==> src/rtl/shop_v.sv <==
// Command-driven shop database: user table, item table and one login session.
// Optional WHOAMI opcode (8) is enabled by defining SHOP_WHOAMI_EN.
module shop_v #(
  parameter int unsigned I_A_NUM_BITS = 24,
  parameter int unsigned I_U_NUM_BITS = 4,
  parameter int unsigned O_A_NUM_BITS = 24,
  parameter int unsigned MAX_USERS    = 5,
  parameter int unsigned MAX_ITEMS    = 8,
  parameter logic [I_A_NUM_BITS-1:0] ADMIN_USERNAME = "Adm"
) (
  input  logic                    i_clk,
  input  logic                    i_reset,
  input  logic                    i_rdy,
  input  logic [I_U_NUM_BITS-1:0] i_u,
  input  logic [I_A_NUM_BITS-1:0] i_a,
  output logic [O_A_NUM_BITS-1:0] o_a
);

  localparam int unsigned UW = $clog2(MAX_USERS);
  localparam int unsigned IW = $clog2(MAX_ITEMS);

  localparam logic [O_A_NUM_BITS-1:0] ST_OK  = "OK ";
  localparam logic [O_A_NUM_BITS-1:0] ST_DEN = "DEN";
  localparam logic [O_A_NUM_BITS-1:0] ST_NF  = "NF ";
  localparam logic [O_A_NUM_BITS-1:0] ST_DUP = "DUP";
  localparam logic [O_A_NUM_BITS-1:0] ST_FUL = "FUL";
  localparam logic [O_A_NUM_BITS-1:0] ST_ERR = "ERR";

  localparam logic [I_U_NUM_BITS-1:0] OP_NONE     = I_U_NUM_BITS'(0);
  localparam logic [I_U_NUM_BITS-1:0] OP_LOGIN    = I_U_NUM_BITS'(1);
  localparam logic [I_U_NUM_BITS-1:0] OP_LOGOUT   = I_U_NUM_BITS'(2);
  localparam logic [I_U_NUM_BITS-1:0] OP_ADD_USER = I_U_NUM_BITS'(3);
  localparam logic [I_U_NUM_BITS-1:0] OP_DEL_USER = I_U_NUM_BITS'(4);
  localparam logic [I_U_NUM_BITS-1:0] OP_ADD_ITEM = I_U_NUM_BITS'(5);
  localparam logic [I_U_NUM_BITS-1:0] OP_DEL_ITEM = I_U_NUM_BITS'(6);
  localparam logic [I_U_NUM_BITS-1:0] OP_BUY      = I_U_NUM_BITS'(7);
`ifdef SHOP_WHOAMI_EN
  localparam logic [I_U_NUM_BITS-1:0] OP_WHOAMI   = I_U_NUM_BITS'(8);
  localparam logic [O_A_NUM_BITS-1:0] ST_ANON     = "---";
`endif

  logic [I_A_NUM_BITS-1:0] user_name_q [MAX_USERS];
  logic [I_A_NUM_BITS-1:0] user_name_d [MAX_USERS];
  logic [MAX_USERS-1:0]    user_vld_q, user_vld_d;
  logic [I_A_NUM_BITS-1:0] item_name_q [MAX_ITEMS];
  logic [I_A_NUM_BITS-1:0] item_name_d [MAX_ITEMS];
  logic [MAX_ITEMS-1:0]    item_vld_q, item_vld_d;
  logic                    logged_q, logged_d;
  logic [UW-1:0]           sess_q, sess_d;
  logic [O_A_NUM_BITS-1:0] o_a_q, o_a_d;
  logic                    rdy_q;

  logic          accept, is_admin;
  logic          usr_hit, usr_free, itm_hit, itm_free;
  logic [UW-1:0] usr_hit_idx, usr_free_idx;
  logic [IW-1:0] itm_hit_idx, itm_free_idx;

  assign accept   = i_rdy & ~rdy_q;
  assign is_admin = logged_q & (sess_q == '0);
  assign o_a      = o_a_q;

  // Descending scans so the lowest matching / free slot wins.
  always_comb begin
    usr_hit      = 1'b0;
    usr_hit_idx  = '0;
    usr_free     = 1'b0;
    usr_free_idx = '0;
    for (int i = int'(MAX_USERS) - 1; i >= 0; i--) begin
      if (user_vld_q[i] && user_name_q[i] == i_a) begin
        usr_hit     = 1'b1;
        usr_hit_idx = UW'(i);
      end
      if (!user_vld_q[i]) begin
        usr_free     = 1'b1;
        usr_free_idx = UW'(i);
      end
    end
    itm_hit      = 1'b0;
    itm_hit_idx  = '0;
    itm_free     = 1'b0;
    itm_free_idx = '0;
    for (int i = int'(MAX_ITEMS) - 1; i >= 0; i--) begin
      if (item_vld_q[i] && item_name_q[i] == i_a) begin
        itm_hit     = 1'b1;
        itm_hit_idx = IW'(i);
      end
      if (!item_vld_q[i]) begin
        itm_free     = 1'b1;
        itm_free_idx = IW'(i);
      end
    end
  end

  always_comb begin
    user_name_d = user_name_q;
    user_vld_d  = user_vld_q;
    item_name_d = item_name_q;
    item_vld_d  = item_vld_q;
    logged_d    = logged_q;
    sess_d      = sess_q;
    o_a_d       = o_a_q;
    if (accept) begin
      if (i_u != OP_NONE && i_u != OP_LOGOUT && i_a == '0) begin
        o_a_d = ST_ERR;
      end else begin
        case (i_u)
          OP_NONE: ;
          OP_LOGIN: begin
            if (logged_q) o_a_d = ST_ERR;
            else if (usr_hit) begin
              logged_d = 1'b1;
              sess_d   = usr_hit_idx;
              o_a_d    = ST_OK;
            end else o_a_d = ST_NF;
          end
          OP_LOGOUT: begin
            if (logged_q) begin
              logged_d = 1'b0;
              o_a_d    = ST_OK;
            end else o_a_d = ST_ERR;
          end
          OP_ADD_USER: begin
            if (!is_admin) o_a_d = ST_DEN;
            else if (usr_hit) o_a_d = ST_DUP;
            else if (!usr_free) o_a_d = ST_FUL;
            else begin
              user_name_d[usr_free_idx] = i_a;
              user_vld_d[usr_free_idx]  = 1'b1;
              o_a_d = ST_OK;
            end
          end
          OP_DEL_USER: begin
            if (!is_admin || i_a == ADMIN_USERNAME) o_a_d = ST_DEN;
            else if (!usr_hit) o_a_d = ST_NF;
            else begin
              user_vld_d[usr_hit_idx] = 1'b0;
              o_a_d = ST_OK;
            end
          end
          OP_ADD_ITEM: begin
            if (!is_admin) o_a_d = ST_DEN;
            else if (itm_hit) o_a_d = ST_DUP;
            else if (!itm_free) o_a_d = ST_FUL;
            else begin
              item_name_d[itm_free_idx] = i_a;
              item_vld_d[itm_free_idx]  = 1'b1;
              o_a_d = ST_OK;
            end
          end
          OP_DEL_ITEM, OP_BUY: begin
            if ((i_u == OP_DEL_ITEM) ? !is_admin : (!logged_q || is_admin)) o_a_d = ST_DEN;
            else if (!itm_hit) o_a_d = ST_NF;
            else begin
              item_vld_d[itm_hit_idx] = 1'b0;
              o_a_d = ST_OK;
            end
          end
`ifdef SHOP_WHOAMI_EN
          OP_WHOAMI: o_a_d = logged_q ? user_name_q[sess_q] : ST_ANON;
`endif
          default: o_a_d = ST_ERR;
        endcase
      end
    end
  end

  always_ff @(posedge i_clk or posedge i_reset) begin
    if (i_reset) begin
      for (int i = 0; i < int'(MAX_USERS); i++) user_name_q[i] <= '0;
      for (int i = 0; i < int'(MAX_ITEMS); i++) item_name_q[i] <= '0;
      user_name_q[0] <= ADMIN_USERNAME;
      user_vld_q     <= MAX_USERS'(1);
      item_vld_q     <= '0;
      logged_q       <= 1'b0;
      sess_q         <= '0;
      o_a_q          <= '0;
      rdy_q          <= 1'b0;
    end else begin
      user_name_q <= user_name_d;
      user_vld_q  <= user_vld_d;
      item_name_q <= item_name_d;
      item_vld_q  <= item_vld_d;
      logged_q    <= logged_d;
      sess_q      <= sess_d;
      o_a_q       <= o_a_d;
      rdy_q       <= i_rdy;
    end
  end

endmodule

==> config.mk <==
export PLATFORM = sky130hd
export DESIGN_NAME = shop_v
export DESIGN_NICKNAME = d
export VERILOG_FILES = /design/src/rtl/shop_v.sv
export SDC_FILE = /design/constraint.sdc
export NUM_CORES = 1
export LEC_CHECK = 0
export BUFFER_PORTS_ARGS = -buffer_cell sky130_fd_sc_hd__buf_2
export CORE_UTILIZATION = 34
export CTS_CLUSTER_SIZE = 16
export DETAILED_ROUTE_END_ITERATION = 10
export PLACE_DENSITY = 0.59
export SLEW_MARGIN = 30
export SYNTH_ARGS = -nofsm -noshare
export SYNTH_HDL_FRONTEND = slang
export SYNTH_SLANG_ARGS = --single-unit
==> constraint.sdc <==
create_clock -name i_clk -period 16.4 [get_ports i_clk]
set_input_delay 3.28 -clock i_clk [delete_from_list [all_inputs] [get_ports i_clk]]
set_output_delay 3.28 -clock i_clk [all_outputs]
set_load 0.1 [all_outputs]
==> impl_metrics.csv <==
group,metric,value,unit
outcome,status,"completed",
power,power-per-cell-area,92.5,nW/um^2
critical_path,r2r_end,"item_name_q[71]",
synthesis,ys_top_cells_by_area,"dfrtp_1 44%, mux2_2 14%, xnor2_1 7.4%, xor2_1 7.2%, mux2_4 6.3%",
timing,timing.fmax,158,MHz
cells_and_area,multiInputGateArea,9550,sq um
cells_and_area,fill_cells,5238,
min_path,hp-start,"o_a[11]",
synthesis,ys_ff_latch,343,
timing,fin_skew,23.0,ps
detailed_routing,wl_per_cell,20.3,um
timing,worst_pin_slew,926,ps
synthesis,synth_seq_area_share,45.2,%
timing,post-route-period-util,38.7,%
timing,worst_slack,10060,ps
floorplanning,start_util,34.4,%
clock_network,cts_buffer_depth,3,
cells_and_area,drive_above_1_share,31.2,%
synthesis,synthesis.instances,1557,
synthesis,async_reset_ff_share,100,%
clock_network,cts.sinks,343,
critical_path,cp_data_required_time,16810,ps
clock_network,ctsResizeCount,0,
synthesis,yosysWarnings,0,
detailed_routing,drtIter0Drc,740,
critical_path,worstPathArrival,6750,ps
critical_path,r2r_setup_slack,13050,ps
cells_and_area,area.growth.synth_to_final,10.0,%
global_route,grt-ovfl-total,0,
cells_and_area,fin_area,20900,sq um
detailed_routing,drc,0,
power,peakVddDrop,0.0591,mV
clock_network,cts_buffers,38,
detailed_routing,wirelength,47400,um
timing,whs,492,ps
clock_network,cts_tree,"built",
timing,slew_violations,0,
clock_network,clkTransAtPathRegs,60,ps
placement,post-place-ws,9540,ps
global_route,antenna_found_initial,3,
floorplanning,ios,55,
global_route,grt_pass1_vias,12409,
floorplanning,die_w,238,um
clock_network,clkLatencyLatePin,550,ps
flow_run,cap_violations,0,
timing,finalCriticalPeriod,6340,ps
timing,hold_viol,0,
synthesis,yosysMostFrequentCell,"dfrtp_1",
min_path,hold_depth,2,
detailed_routing,num_vias,12062,
timing,finalSetupViolations,0,
power,leakagePower,0.00952,uW
placement,portBuffers,47,
floorplanning,die_area,56800,sq um
synthesis,avgSynthCellArea,12.2,sq um
floorplanning,core,55200,sq um
timing,timing.setup.tns,0,ps
min_path,hold_end,"o_a[11]",
critical_path,path_max_fanout,28,
global_route,grt_usage,16.9,%
floorplanning,die_h,238,um
detailed_routing,drtAntennaViolNets,0,
global_route,grt_pass1_wl,74300,um
critical_path,endpoint_kind,"flop",
detailed_routing,vias_per_cell,5.17,
synthesis,ys_top_cells_by_count,"332 x dfrtp_1, 234 x mux2_2, 161 x xnor2_1",
timing,slew_headroom,38.3,%
clock_network,cts_root_buffer,"clkbuf_16",
synthesis,synth_area,19000,sq um
placement,post-dp-hpwl,29200,um
placement,gp_congestion,0.885,
synthesis,ys_types,78,
global_route,grt_start_max_net_pins,166,
cells_and_area,nets,1584,
synthesis,synth_ff_type,"dfrtp_1",
synthesis,yosys.area.top_type,"dfrtp_1",
clock_network,post_cts.repair.setup_buffers,0,
clock_network,cts_hold_buffers,0,
timing,rsz0062_at_grt,"false",
floorplanning,rows,86,
critical_path,path_class,"in2reg",
critical_path,cp-start-kind,"input port",
critical_path,r2r-start,"item_vld_q[0]",
critical_path,reg2reg_depth,9,
synthesis,synth_top_area_share,43.7,%
min_path,hp-class,"reg2reg",
synthesis,synth_edf_count,0,
clock_network,htreeDepth,2,
placement,dpl-instance-area,19600,sq um
detailed_routing,drt-pass1-iter-count,7,
cells_and_area,register_area,8600,sq um
[layer usage]
layer / track usage [%] / wire length [um] / vias up
li1: - / - / 5533
met3: 1.93 / 1610 / 82
met2: 28.4 / 22700 / 256
met1: 22.8 / 21700 / 6187
met4: 4.90 / 1330 / 4
met5: 0 / 23 / -
[power by group]
| group | internal [uW] | switching (uW) |
|---|---|---|
| logic | 44.5 | 137 |
| clock network | 534 | 360 |
| registers | 853 | 4.76 |
[worst max-delay path, stage by stage]
cell,delay [ps]
buf_2,690
xnor2_1,210
and4_1,240
nand4b_1,90
or4_1,200
nand4b_2,310
nor2_2,380
nand4b_2,740
mux2_2,560
[worst max path at each step]
stage	from	to	slack, ps	depth (start not counted)
final	i_a[5]	user_name_q[11]	10060	9
after global routing	i_a[11]	item_name_q[12]	9890	9
after CTS	i_a[7]	item_name_q[0]	10110	8
after detailed placement	i_a[7]	item_name_q[0]	9540	8
after global placement	i_a[7]	user_name_q[111]	9370	9
after floorplan	i_reset	item_name_q[0]	3630	1
[per-stage QoR]
stage                     util, %  power [uW]  cells
final                        37.9        1930   2332
after global routing         37.9        2000   2332
after CTS                    37.8        1960   2330
after detailed placement     35.4        1060   2260
after global placement       35.4        1050   2260
after floorplan                 -        1010   1563
[cell usage in the layout (no fill, tap or decap), types with 13 or more instances in the layout]
| cell type | count |
|---|---|
| dfrtp_1 | 332 |
| a31oi_1 | 14 |
| nand2_1 | 38 |
| a21oi_1 | 21 |
| mux2_4 | 80 |
| nor4_1 | 55 |
| buf_4 | 24 |
| mux2_2 | 234 |
| nor3_1 | 24 |
| nand3_1 | 23 |
| nand4_1 | 68 |
| nor4b_1 | 13 |
| o21ai_0 | 15 |
| clkbuf_16 | 39 |
| nor2_1 | 34 |
| buf_2 | 47 |
| xor2_1 | 157 |
| xnor2_1 | 161 |
[cells by family (layout without fill, tap and decap cells)]
logic type | Yosys count | count (layout) | synth area share [%]
AO/OA/AOI/OAI | 91 | 91 | 3.25
multiplexers | 315 | 315 | 20.2
AND/OR/NAND/NOR | 356 | 356 | 11.9
XOR/XNOR | 318 | 318 | 14.7
other | 1 | 8 | 0.0197
flip-flops | 343 | 343 | 45.2
buffers and inverters | 133 | 153 | 4.70
[registers in the layout, indices dropped and copies added (netlist names)]
| signal | count |
|---|---|
| item_vld_q | 8 |
| rdy_q | 1 |
| logged_q | 1 |
| item_name_q | 192 |
| user_name_q | 120 |
| user_vld_q | 5 |
| sess_q | 3 |
| o_a | 13 |
[area by class of cell]
class / count / share of cell area, %
Tap cell: 748 / 4.48
Multi-Input combinational cell: 1087 / 45.7
Antenna cell: 1 / 0.0120
Timing Repair Buffer: 73 / 2.21
Inverter: 10 / 0.215
Sequential cell: 343 / 41.1
Clock buffer: 51 / 5.22
Clock inverter: 19 / 1.07
No activity file was read; power rests on OpenSTA's default activity.
